**src/rtl/sh7604_intc_if.sv**
```systemverilog
// IBUS register port and CPU interrupt handshake of the SH7604 interrupt controller.
interface sh7604_intc_if;
  logic [31:0] IBUS_A;
  logic [31:0] IBUS_DI;
  logic [31:0] IBUS_DO;
  logic [3:0]  IBUS_BA;
  logic        IBUS_WE;
  logic        IBUS_REQ;
  logic        IBUS_BUSY;
  logic        IBUS_ACT;
  logic [3:0]  INT_MASK;
  logic        INT_REQ;
  logic        INT_NMI;
  logic [3:0]  INT_LVL;
  logic [7:0]  INT_VEC;
  logic        INT_ACK;

  modport master (
    output IBUS_A, IBUS_DI, IBUS_BA, IBUS_WE, IBUS_REQ, INT_MASK, INT_ACK,
    input  IBUS_DO, IBUS_BUSY, IBUS_ACT, INT_REQ, INT_NMI, INT_LVL, INT_VEC
  );

  modport slave (
    input  IBUS_A, IBUS_DI, IBUS_BA, IBUS_WE, IBUS_REQ, INT_MASK, INT_ACK,
    output IBUS_DO, IBUS_BUSY, IBUS_ACT, INT_REQ, INT_NMI, INT_LVL, INT_VEC
  );
endinterface

```
**src/rtl/sh7604_intc.sv**
```systemverilog
// SH7604 interrupt controller: ICR/IPRA/IPRB registers, NMI edge capture,
// priority arbitration and a REQ/ACK handshake towards the CPU core.
module sh7604_intc #(
  parameter logic [7:0]  NMI_VEC = 8'd11,
  parameter int unsigned IBUS_ZW = 1
) (
  input  logic       CLK,
  input  logic       RST,
  input  logic       CE_R,
  input  logic       CE_F,
  input  logic       EN,
  input  logic       RES_N,
  input  logic       NMI_N,
  input  logic       DIVU_IRQ,
  input  logic       DMAC0_IRQ,
  input  logic       DMAC1_IRQ,
  input  logic       WDT_IRQ,
  input  logic       SCI_IRQ,
  input  logic       FRT_IRQ,
  input  logic [7:0] DIVU_VEC,
  input  logic [7:0] DMAC0_VEC,
  input  logic [7:0] DMAC1_VEC,
  input  logic [7:0] WDT_VEC,
  input  logic [7:0] SCI_VEC,
  input  logic [7:0] FRT_VEC,
  sh7604_intc_if.slave bus
);
  localparam int unsigned NSRC  = 6;
  localparam int unsigned SRC_W = 3;
  localparam logic [31:0] ICR_ADDR  = 32'hFFFF_FEE0;
  localparam logic [31:0] IPRB_ADDR = 32'hFFFF_FE60;

  typedef enum logic [1:0] {S_IDLE, S_REQ, S_HOLD} state_t;

  state_t             state_q, state_d;
  logic               nmie_q, nmie_d;
  logic               vecmd_q, vecmd_d;
  logic [11:0]        ipra_q, ipra_d;
  logic [7:0]         iprb_q, iprb_d;
  logic               nmi_prev_q, nmi_vld_q;
  logic               nmi_pend_q, nmi_pend_d;
  logic               int_req_q, int_req_d;
  logic               int_nmi_q, int_nmi_d;
  logic [3:0]         int_lvl_q, int_lvl_d;
  logic [7:0]         int_vec_q, int_vec_d;
  logic [SRC_W-1:0]   src_q, src_d;
  logic [31:0]        reg_do_q;

  logic               hit_icr, hit_iprb, act, wr_en, adv;
  logic               nmi_edge, nmi_clr;
  logic [31:0]        rd_data;
  logic [NSRC-1:0]    irq;
  logic [3:0]         lvl [NSRC];
  logic [7:0]         vec [NSRC];
  logic [3:0]         win_lvl;
  logic [7:0]         win_vec;
  logic [SRC_W-1:0]   win_idx;
  logic               unused_ok;

  assign hit_icr  = (bus.IBUS_A[31:2] == ICR_ADDR[31:2]);
  assign hit_iprb = (bus.IBUS_A[31:2] == IPRB_ADDR[31:2]);
  assign act      = hit_icr | hit_iprb;
  assign wr_en    = bus.IBUS_REQ & bus.IBUS_WE & act;
  assign adv      = CE_R & EN;

  assign bus.IBUS_ACT  = act;
  assign bus.IBUS_DO   = act ? reg_do_q : 32'h0;
  assign bus.IBUS_BUSY = (IBUS_ZW == 0) ? 1'b0 : 1'b0;
  assign bus.INT_REQ   = int_req_q;
  assign bus.INT_NMI   = int_nmi_q;
  assign bus.INT_LVL   = int_lvl_q;
  assign bus.INT_VEC   = int_vec_q;

  assign unused_ok = ^{bus.IBUS_DI[23:17], bus.IBUS_DI[3:0], bus.IBUS_A[1:0]};

  // Source table in fixed tie-break order; both DMAC channels share one field.
  always_comb begin
    irq = {FRT_IRQ, SCI_IRQ, WDT_IRQ, DMAC1_IRQ, DMAC0_IRQ, DIVU_IRQ};
    lvl[0] = ipra_q[11:8];
    lvl[1] = ipra_q[7:4];
    lvl[2] = ipra_q[7:4];
    lvl[3] = ipra_q[3:0];
    lvl[4] = iprb_q[7:4];
    lvl[5] = iprb_q[3:0];
    vec[0] = DIVU_VEC;
    vec[1] = DMAC0_VEC;
    vec[2] = DMAC1_VEC;
    vec[3] = WDT_VEC;
    vec[4] = SCI_VEC;
    vec[5] = FRT_VEC;
  end

  // Strict compare keeps the earlier source on equal levels; level 0 never wins.
  always_comb begin
    win_lvl = 4'h0;
    win_vec = 8'h00;
    win_idx = '0;
    for (int unsigned i = 0; i < NSRC; i++) begin
      if (irq[i] && (lvl[i] > win_lvl)) begin
        win_lvl = lvl[i];
        win_vec = vec[i];
        win_idx = SRC_W'(i);
      end
    end
  end

  assign nmi_edge = CE_R & nmi_vld_q &
                    (nmie_q ? (~nmi_prev_q & NMI_N) : (nmi_prev_q & ~NMI_N));
  assign nmi_clr  = adv & (state_q == S_REQ) & bus.INT_ACK & int_nmi_q;

  always_comb begin
    rd_data = 32'h0;
    if (hit_icr) begin
      rd_data = {NMI_N, 6'b0, nmie_q, 7'b0, vecmd_q, ipra_q, 4'b0};
    end else if (hit_iprb) begin
      rd_data = {iprb_q, 24'h0};
    end
  end

  // Byte-lane register writes; the fields are big-endian halfwords of the word.
  always_comb begin
    nmie_d  = nmie_q;
    vecmd_d = vecmd_q;
    ipra_d  = ipra_q;
    iprb_d  = iprb_q;
    if (wr_en && hit_icr) begin
      if (bus.IBUS_BA[3]) nmie_d       = bus.IBUS_DI[24];
      if (bus.IBUS_BA[2]) vecmd_d      = bus.IBUS_DI[16];
      if (bus.IBUS_BA[1]) ipra_d[11:4] = bus.IBUS_DI[15:8];
      if (bus.IBUS_BA[0]) ipra_d[3:0]  = bus.IBUS_DI[7:4];
    end
    if (wr_en && hit_iprb && bus.IBUS_BA[3]) begin
      iprb_d = bus.IBUS_DI[31:24];
    end
  end

  // Request FSM; a new NMI edge wins over the acknowledge clearing the pending flag.
  always_comb begin
    state_d    = state_q;
    int_req_d  = int_req_q;
    int_nmi_d  = int_nmi_q;
    int_lvl_d  = int_lvl_q;
    int_vec_d  = int_vec_q;
    src_d      = src_q;
    nmi_pend_d = nmi_pend_q;
    if (adv) begin
      case (state_q)
        S_IDLE: begin
          if (nmi_pend_q) begin
            state_d   = S_REQ;
            int_req_d = 1'b1;
            int_nmi_d = 1'b1;
            int_lvl_d = 4'hF;
            int_vec_d = NMI_VEC;
          end else if (win_lvl > bus.INT_MASK) begin
            state_d   = S_REQ;
            int_req_d = 1'b1;
            int_nmi_d = 1'b0;
            int_lvl_d = win_lvl;
            int_vec_d = win_vec;
            src_d     = win_idx;
          end
        end
        S_REQ: begin
          if (bus.INT_ACK) begin
            state_d   = S_HOLD;
            int_req_d = 1'b0;
          end else if (!int_nmi_q && (!irq[src_q] || (int_lvl_q <= bus.INT_MASK))) begin
            state_d   = S_IDLE;
            int_req_d = 1'b0;
          end
        end
        S_HOLD: begin
          state_d = S_IDLE;
        end
        default: begin
          state_d   = S_IDLE;
          int_req_d = 1'b0;
        end
      endcase
    end
    if (nmi_clr)  nmi_pend_d = 1'b0;
    if (nmi_edge) nmi_pend_d = 1'b1;
  end

  // Edge detector is qualified by nmi_vld_q so async reset cannot fake an edge.
  always_ff @(posedge CLK or posedge RST) begin
    if (RST) begin
      state_q    <= S_IDLE;
      nmie_q     <= 1'b0;
      vecmd_q    <= 1'b0;
      ipra_q     <= '0;
      iprb_q     <= '0;
      nmi_prev_q <= 1'b0;
      nmi_vld_q  <= 1'b0;
      nmi_pend_q <= 1'b0;
      int_req_q  <= 1'b0;
      int_nmi_q  <= 1'b0;
      int_lvl_q  <= 4'h0;
      int_vec_q  <= 8'h00;
      src_q      <= '0;
      reg_do_q   <= 32'h0;
    end else if (CE_R && !RES_N) begin
      state_q    <= S_IDLE;
      nmie_q     <= 1'b0;
      vecmd_q    <= 1'b0;
      ipra_q     <= '0;
      iprb_q     <= '0;
      nmi_prev_q <= NMI_N;
      nmi_vld_q  <= 1'b1;
      nmi_pend_q <= 1'b0;
      int_req_q  <= 1'b0;
      int_nmi_q  <= 1'b0;
      int_lvl_q  <= 4'h0;
      int_vec_q  <= 8'h00;
      src_q      <= '0;
      reg_do_q   <= 32'h0;
    end else begin
      if (CE_R) begin
        state_q    <= state_d;
        nmie_q     <= nmie_d;
        vecmd_q    <= vecmd_d;
        ipra_q     <= ipra_d;
        iprb_q     <= iprb_d;
        nmi_prev_q <= NMI_N;
        nmi_vld_q  <= 1'b1;
        nmi_pend_q <= nmi_pend_d;
        int_req_q  <= int_req_d;
        int_nmi_q  <= int_nmi_d;
        int_lvl_q  <= int_lvl_d;
        int_vec_q  <= int_vec_d;
        src_q      <= src_d;
      end
      if (CE_F) begin
        reg_do_q <= rd_data;
      end
    end
  end
endmodule

```
**src/flat_wrapper.sv**
```systemverilog
// flat-port wrapper written by rule: the top's interface ports become plain ports
module sh7604_intc_flat 
#(
  parameter logic [7:0]  NMI_VEC = 8'd11,
  parameter int unsigned IBUS_ZW = 1
)
  (CLK, RST, CE_R, CE_F, EN, RES_N, NMI_N, DIVU_IRQ, DMAC0_IRQ, DMAC1_IRQ, WDT_IRQ, SCI_IRQ, FRT_IRQ, DIVU_VEC, DMAC0_VEC, DMAC1_VEC, WDT_VEC, SCI_VEC, FRT_VEC, bus_IBUS_A, bus_IBUS_DI, bus_IBUS_BA, bus_IBUS_WE, bus_IBUS_REQ, bus_INT_MASK, bus_INT_ACK, bus_IBUS_DO, bus_IBUS_BUSY, bus_IBUS_ACT, bus_INT_REQ, bus_INT_NMI, bus_INT_LVL, bus_INT_VEC);
  sh7604_intc_if bus_i ();
  input  logic CLK;
  input  logic RST;
  input  logic CE_R;
  input  logic CE_F;
  input  logic EN;
  input  logic RES_N;
  input  logic NMI_N;
  input  logic DIVU_IRQ;
  input  logic DMAC0_IRQ;
  input  logic DMAC1_IRQ;
  input  logic WDT_IRQ;
  input  logic SCI_IRQ;
  input  logic FRT_IRQ;
  input  logic [7:0] DIVU_VEC;
  input  logic [7:0] DMAC0_VEC;
  input  logic [7:0] DMAC1_VEC;
  input  logic [7:0] WDT_VEC;
  input  logic [7:0] SCI_VEC;
  input  logic [7:0] FRT_VEC;
  input wire logic [$bits(bus_i.IBUS_A)-1:0] bus_IBUS_A;
  input wire logic [$bits(bus_i.IBUS_DI)-1:0] bus_IBUS_DI;
  input wire logic [$bits(bus_i.IBUS_BA)-1:0] bus_IBUS_BA;
  input wire logic [$bits(bus_i.IBUS_WE)-1:0] bus_IBUS_WE;
  input wire logic [$bits(bus_i.IBUS_REQ)-1:0] bus_IBUS_REQ;
  input wire logic [$bits(bus_i.INT_MASK)-1:0] bus_INT_MASK;
  input wire logic [$bits(bus_i.INT_ACK)-1:0] bus_INT_ACK;
  output wire logic [$bits(bus_i.IBUS_DO)-1:0] bus_IBUS_DO;
  output wire logic [$bits(bus_i.IBUS_BUSY)-1:0] bus_IBUS_BUSY;
  output wire logic [$bits(bus_i.IBUS_ACT)-1:0] bus_IBUS_ACT;
  output wire logic [$bits(bus_i.INT_REQ)-1:0] bus_INT_REQ;
  output wire logic [$bits(bus_i.INT_NMI)-1:0] bus_INT_NMI;
  output wire logic [$bits(bus_i.INT_LVL)-1:0] bus_INT_LVL;
  output wire logic [$bits(bus_i.INT_VEC)-1:0] bus_INT_VEC;
  assign bus_i.IBUS_A = bus_IBUS_A;
  assign bus_i.IBUS_DI = bus_IBUS_DI;
  assign bus_i.IBUS_BA = bus_IBUS_BA;
  assign bus_i.IBUS_WE = bus_IBUS_WE;
  assign bus_i.IBUS_REQ = bus_IBUS_REQ;
  assign bus_i.INT_MASK = bus_INT_MASK;
  assign bus_i.INT_ACK = bus_INT_ACK;
  assign bus_IBUS_DO = bus_i.IBUS_DO;
  assign bus_IBUS_BUSY = bus_i.IBUS_BUSY;
  assign bus_IBUS_ACT = bus_i.IBUS_ACT;
  assign bus_INT_REQ = bus_i.INT_REQ;
  assign bus_INT_NMI = bus_i.INT_NMI;
  assign bus_INT_LVL = bus_i.INT_LVL;
  assign bus_INT_VEC = bus_i.INT_VEC;
  sh7604_intc #(.NMI_VEC(NMI_VEC), .IBUS_ZW(IBUS_ZW)) u_core (.CLK(CLK), .RST(RST), .CE_R(CE_R), .CE_F(CE_F), .EN(EN), .RES_N(RES_N), .NMI_N(NMI_N), .DIVU_IRQ(DIVU_IRQ), .DMAC0_IRQ(DMAC0_IRQ), .DMAC1_IRQ(DMAC1_IRQ), .WDT_IRQ(WDT_IRQ), .SCI_IRQ(SCI_IRQ), .FRT_IRQ(FRT_IRQ), .DIVU_VEC(DIVU_VEC), .DMAC0_VEC(DMAC0_VEC), .DMAC1_VEC(DMAC1_VEC), .WDT_VEC(WDT_VEC), .SCI_VEC(SCI_VEC), .FRT_VEC(FRT_VEC), .bus(bus_i));
endmodule
```
**config.mk**
```make
export PLATFORM = sky130hd
export DESIGN_NAME = sh7604_intc_flat
export DESIGN_NICKNAME = d
export VERILOG_FILES = /design/src/rtl/sh7604_intc_if.sv /design/src/rtl/sh7604_intc.sv /design/src/flat_wrapper.sv
export SDC_FILE = /design/constraint.sdc
export NUM_CORES = 1
export LEC_CHECK = 0
export ABC_AREA = 0
export ABC_CLOCK_PERIOD_IN_PS = 13400
export CAP_MARGIN = 20
export CORE_MARGIN = 2
export CORE_UTILIZATION = 44
export DETAILED_ROUTE_END_ITERATION = 7
export PLACE_DENSITY = 0.87
export SLEW_MARGIN = 40
export SYNTH_ARGS = -nofsm -noshare
export SYNTH_HDL_FRONTEND = slang
export SYNTH_SLANG_ARGS = --single-unit
```
**constraint.sdc**
```tcl
create_clock -name CLK -period 13.4 [get_ports CLK]
set_input_delay 2.68 -clock CLK [delete_from_list [all_inputs] [get_ports CLK]]
set_output_delay 2.68 -clock CLK [all_outputs]
set_load 0.005 [all_outputs]
```
**Yosys cells after proc, flatten, opt, wreduce, memory -nomap -nowiden**

Cells that the tools add are included.

- Eq/ne operators: 8
- Reductions and logical operators: 39
- Bitwise logic cells: 13
- Order comparisons: 9
- Mux-type cells: 89

Operator list:

| operator | count |
|---|---|
| $mux 32 | 5 |
| $mux 8 | 16 |
| $eq 30x30->1 const B | 2 |
| $mux 4 | 13 |
| $mux 12 | 3 |
| $mux 1 | 32 |
| $gt 4x4->1 | 6 |
| $mux 3 | 8 |
| $reduce_bool 2->1 | 11 |
| $mux 2 | 9 |
| $reduce_and 3->1 | 4 |
| $logic_and 1x1->1 | 11 |
| $and 1x1->1 | 10 |
| $reduce_and 5->1 | 2 |
| $reduce_and 4->1 | 2 |
| $reduce_bool 3->1 | 2 |
| $gt 4x1->1 const B | 1 |
| $le 4x4->1 | 1 |
| $lt 3x4->1 const B | 1 |
| $ne 4x1->1 const B | 1 |
| $ne 4x4->1 const B | 1 |
| $pmux 2 s2 | 1 |
| $reduce_and 2->1 | 2 |
| $bmux 1 s3 | 1 |
| other kinds (10) | 13 |

- Bits in registers: 76
- Output and inout port bits: 48

**Longest topological paths before layout**

- Word-level depth: 25
- Gate-level depth with buffers: 53
- Gate-level depth less buffers: 49

**Worst setup path before layout**

OpenSTA, ideal clock, no wires.

- Path type: in2reg
- Start: input DIVU_IRQ
- End: register u_core.src_q[1]
- Setup time: 0.096 ns
- Stages: 50
- Path buffers: 3
- Path slack: 1.423 ns
- Arrival: 11.881 ns
- Cell sequence: clkbuf_1 > nand2_1 > ha_1 > nor2b_1 > o211ai_1 > a21oi_1 > clkbuf_1 > nand2_1 > o21ai_0 > inv_1 > ha_1 > a41o_1 > a21oi_4 > nor2_1 > mux2_2 > inv_1 > ha_1 > and2_1 > (+14 left out) > o21a_1 > o211a_1 > clkbuf_1 > a31oi_1 > o21ai_1 > a21boi_1 > ha_1 > nor2b_1 > o21ai_0 > nand2b_1 > a21oi_1 > a41oi_1 > nor2_1 > nor3_1 > nand2_1 > nor2_1 > nand2_1 > o31ai_1

- Word-level cells in the longest chain between the ends: 23
- Elaborated cells on any way between the ends: 30
- Classes of those cells: order compare: 6; mux: 16; reduce/logical: 8

Ends and longest elaborated chain:

| item | RTL line | RTL |
|---|---|---|
| start: declaration | flat_wrapper.sv:16 | `input logic DIVU_IRQ;` |
| $logic_and 1x1->1 * | sh7604_intc.sv:99 | `if (irq[i] && (lvl[i] > win_lvl)) begin` |
| $mux 4 * | sh7604_intc.sv:99 |  |
| $gt 4x4->1 | sh7604_intc.sv:99 |  |
| $logic_and 1x1->1 | sh7604_intc.sv:99 |  |
| $mux 4 * | sh7604_intc.sv:99 |  |
| branches (longest 18 deep; another with $gt 4x4->1) | -- |  |
| end signal: assignment | sh7604_intc.sv:232 | `src_q <= src_d;` |
| end: declaration | sh7604_intc.sv:46 | `logic [SRC_W-1:0] src_q, src_d;` |

Every way passes the cells marked *. The select of a mux whose other input is x is not followed.
A chain may end at the register's enable or synchronous reset.

**Worst setup path in the final report**

Ends and elaborated chain as after synthesis.

==> results.md <==
Outcome:
- The flow ran to the end, and the final reports show no timing, DRC or antenna violations.

Logic synthesis:
- The cell area after synthesis is between 0.004 and 0.005 mm2.
- The post-synthesis sequential element count is 65.
- Ranked by total cell area, the synthesized netlist is headed by sky130_fd_sc_hd__dfrtp_1 (35%), sky130_fd_sc_hd__ha_1 (5.9%), sky130_fd_sc_hd__a22o_1 (5.9%).
- The area share of the leading cell type in the synthesized netlist is a little over a third.
- The average instance in the mapped netlist occupies 8.623 um2.
- The netlist uses 70 different library cells.
- The complex-gate fraction of the synthesized area is 26.83%.
- The area share of xor/xnor cells in the synthesized design is 0.1891%.
- The main combinational cell family by area after synthesis is compound AO/OA/AOI/OAI gates.
- The synthesized design contains 0 enable-type register cells.
- The post-synthesis instance total is 537.
- The yosys synthesis warning count is 0.
- Measured against the total synthesized area, the mux share comes to 5.161%.
- After Yosys synthesis, and, or, nand and nor cells account for 20.24% of the synthesized area.
- The most used flip-flop cell after synthesis is sky130_fd_sc_hd__dfrtp_1.
- Counting flops with an async set or reset pin after synthesis yields a share of 100.0%.
- Of the total synthesized cell area, the portion taken by full adders, half adders and majority gates is ~6.2%.
- The cell taking the most area after synthesis is sky130_fd_sc_hd__dfrtp_1.
- The sequential area share after synthesis is 35.13%.

Die:
- After floorplanning, the core was divided into 37 placement rows.
- The die covers between 0.01 and 0.015 mm2.
- The height of the die is around 110 um.
- After floorplanning, the core was sized to cover 0.01028 mm2.
- The initial utilization of the core area, before any placement, comes to a little under half.
- The horizontal die dimension is ~110 um.
- During I/O placement, the number of pins put on the boundary was 184.

Setup path:
- At the worst endpoint, the arrival time is roughly 13 ns.
- Of all nets on the critical path, the largest fanout is 10.
- The cell type of the slowest stage on the worst timing path is sky130_fd_sc_hd__o311a_2.
- The launching element of the worst setup path is DIVU_IRQ.
- The category of the critical setup timing path is in2reg.
- The nature of the critical path endpoint is a register.
- The startpoint identified for the worst register-to-register timing path is u_core.ipra_q[9].
- The cell repeated most along the worst path is sky130_fd_sc_hd__ha_1.
- The peak per-stage delay on the critical path is between 0.3 and 0.4 ns.
- The type of element launching the critical path is a primary input.
- For the worst setup path, the data required time is 13.64 ns.

Place:
- Once detailed placement completed, the half-perimeter wirelength came to 10.93 mm.
- The post-placement setup slack is a little under 0.3 ns.
- The cell count after placement is 810.
- Once placement finished, the instance area stood at 0.006295 mm2.
- The number of port buffers is 158.
- Routability-driven placement finished with a final weighted congestion of about 0.83.

Clock tree:
- In this run the deepest clock path goes through 2 buffers.
- The TritonCTS sink count is 65.
- The clock reaches the later pin of the worst-skew pair after roughly 0.34 ns.
- The total clock buffers created by CTS is 9.
- Clock-pin slew was measured on the worst setup and hold paths at approximately 0.080 ns.
- The H-tree was split into 3 levels.
- TritonCTS built the clock tree.
- The cell chosen for the clock root is sky130_fd_sc_hd__clkbuf_8.

Routing:
- The post-detailed-routing wire length is approximately 14 mm.
- The first routing iteration left 355 violations.
- The antenna violation net count after detailed routing is 0.
- The routed length per instance is between 15 and 20 um.
- The total number of vias is roughly 4,800.
- The detailed-route DRC error count is 0.
- Using the TritonRoute via totals, the vias-per-cell ratio works out to around 5.7.
- The length of the first detailed-routing pass in iterations is 5.

Cells and area:
- In the final layout, the share of cells above drive strength 1 is roughly 8%.
- The fill cell instance count of the final layout is around 850.
- The post-layout instance area is around 0.0065 mm2.
- In the layout the commonest cells are sky130_fd_sc_hd__clkdlybuf4s50_1 (157), sky130_fd_sc_hd__dfrtp_1 (65), sky130_fd_sc_hd__nand2_1 (58).
- The repair_antennas step left the layout with diodes totalling 0.
- In the final layout, flip-flops and latches occupy about 0.0016 mm2.
- The share of the core filled with cells is 63.56%.
- For this run, the number of standard cells in the final layout without fillers is approximately 830.
- The area growth from synthesis to layout is 41.07%.
- The multi-input combinational cell area is approximately 0.0028 mm2.
- The library cell used most frequently in the layout, excluding fill and tap cells, is sky130_fd_sc_hd__clkdlybuf4s50_1.
- After the last flow step, the layout net total stands at roughly 850.

STA:
- The max-slew violation count was 0.
- The achievable clock frequency is 80.77 MHz.
- For the finished layout, the period the worst path requires is around 12 ns.
- Of the available clock period, the critical path in the final layout requires 92.39%.
- The setup total negative slack is 0 ns.
- The worst path setup slack after routing is around 1 ns.
- The number of hold violations in the final report came to 0.
- Setup repair after global routing left no endpoint under its margin.
- The worst slew margin relative to its limit is 47.30%.
- On the final layout, the worst hold slack is around 0.48 ns.
- The transition time at the pin with the least slew margin is 0.7896 ns.
- Setup violations remaining at the end of the flow were counted as 0.
- The final setup skew is a little under 0.01 ns.

Hold path:
- The class of the tightest hold or removal check is reg2reg.
- The hold path startpoint is u_core.nmi_vld_q.

Power and ir drop:
- Power spread over the standard cell area amounts to between 60 and 70 mW/mm2.
- The worst voltage drop across the vdd grid is 0.00004725 V.
- The overall power after layout is around 0.44 mW.
- Summed over all cells, the static leakage comes to about 2.8 nW.

Global routing:
- The global-route usage over all layers is 24.33%.
- The number of global-route vias before repair was roughly 4,600.
- After global routing the overflow that remains totals 0.
- Entering global routing, the biggest net connects 66 pins.
- The wire length of the first global-routing pass is approximately 22 mm.
- The number of antenna violations at the first check in global routing came to 0.

Job:
- The tool flagged a number of max-cap violations equal to 0.
-- worst max-delay path: cells and delay by family --
kind,cells,cell delay [ns]
buf+inv,4,0.63
compound gates,20,4.27
fa+ha+maj,6,1.71
simple gates,16,2.49
mux,3,0.82
-- cells in the mapped netlist (3+ instances only) --
library cell / n
sky130_fd_sc_hd__o21a_1: 6
sky130_fd_sc_hd__and2_1: 23
sky130_fd_sc_hd__nand4_1: 5
sky130_fd_sc_hd__and3_1: 3
sky130_fd_sc_hd__nor3b_1: 3
sky130_fd_sc_hd__o21ai_0: 34
sky130_fd_sc_hd__nand2b_1: 4
sky130_fd_sc_hd__a22o_1: 31
sky130_fd_sc_hd__o21ai_1: 8
sky130_fd_sc_hd__nor3_1: 6
sky130_fd_sc_hd__o221ai_1: 3
sky130_fd_sc_hd__or2_2: 5
sky130_fd_sc_hd__clkbuf_1: 23
sky130_fd_sc_hd__o31a_1: 4
sky130_fd_sc_hd__a31oi_1: 3
sky130_fd_sc_hd__o211ai_1: 6
sky130_fd_sc_hd__mux2i_1: 19
sky130_fd_sc_hd__dfrtp_1: 65
sky130_fd_sc_hd__inv_1: 23
sky130_fd_sc_hd__a21oi_1: 38
sky130_fd_sc_hd__buf_1: 3
sky130_fd_sc_hd__nand3_1: 27
sky130_fd_sc_hd__nor2b_1: 11
sky130_fd_sc_hd__nand2_1: 58
sky130_fd_sc_hd__mux2_2: 3
sky130_fd_sc_hd__ha_1: 22
sky130_fd_sc_hd__nor2_1: 31
sky130_fd_sc_hd__a22oi_1: 8
sky130_fd_sc_hd__buf_4: 13
-- worst paths after layout --
check	depth (start not counted)	slack, ns	endpoint
max in group asynchronous	3	10.18	u_core.bus.INT_VEC[7]
min reg2reg	1	0.48	u_core.nmi_vld_q
max	49	1.02	u_core.src_q[1]
max reg2reg	48	3.21	u_core.src_q[1]
min	1	0.48	u_core.nmi_vld_q
min in group asynchronous	3	2.81	u_core.reg_do_q[13]
-- sequential cells by signal, indices dropped and copies added, names as in the netlist, 2 cells and up --
signal,count
u_core.bus.INT_LVL,4
u_core.bus.INT_VEC,8
u_core.ipra_q,12
u_core.iprb_q,8
u_core.reg_do_q,21
u_core.src_q,3
u_core.state_q,2
-- per-layer routing --
metal / GRT usage [%] / up-vias / share of wire, %
met5: 0 / - / 0
met4: 6.122 / 0 / 1.7
met3: 6.565 / 25 / 9.7
met2: 42.95 / 246 / 49
met1: 29.39 / 2248 / 40
li1: - / 2240 / -
-- repair_timing --
| item | CTS | global route |
|---|---|---|
| buffers inserted | 0 | 3 |
| setup endpoints to repair | 0 | 16 |
| gates resized for setup | 0 | 4 |
| hold buffers | 0 | 0 |
-- cell type report --
| class | count | share of cell area [%] |
|---|---|---|
| Sequential cell | 65 | 24.90 |
| Timing Repair Buffer | 169 | 25.57 |
| Tap cell | 136 | 2.605 |
| Inverter | 23 | 1.322 |
| Clock inverter | 7 | 1.073 |
| Multi-Input combinational cell | 420 | 42.64 |
| Clock buffer | 9 | 1.896 |
-- kinds of logic (layout without fill, tap and decap cells) --
family,after synthesis,after routing
xor gates and xnor gates,1,1
and+or+nand+nor,188,188
DFF,65,65
other,1,12
buffers and inverters,63,208
adders and majority gates,23,23
AOI/OAI and AO/OA,173,173
muxes,23,23
-- where the power goes --
part / internal (mW) / switching, mW / leakage (nW)
Combinational: 0.0438 / 0.0270 / 1.81
Sequential: 0.200 / 0.00464 / 0.892
Clock: 0.0858 / 0.0789 / 0.0994
Total: 0.329 / 0.111 / 2.80
(Power assumes the default switching activity.)
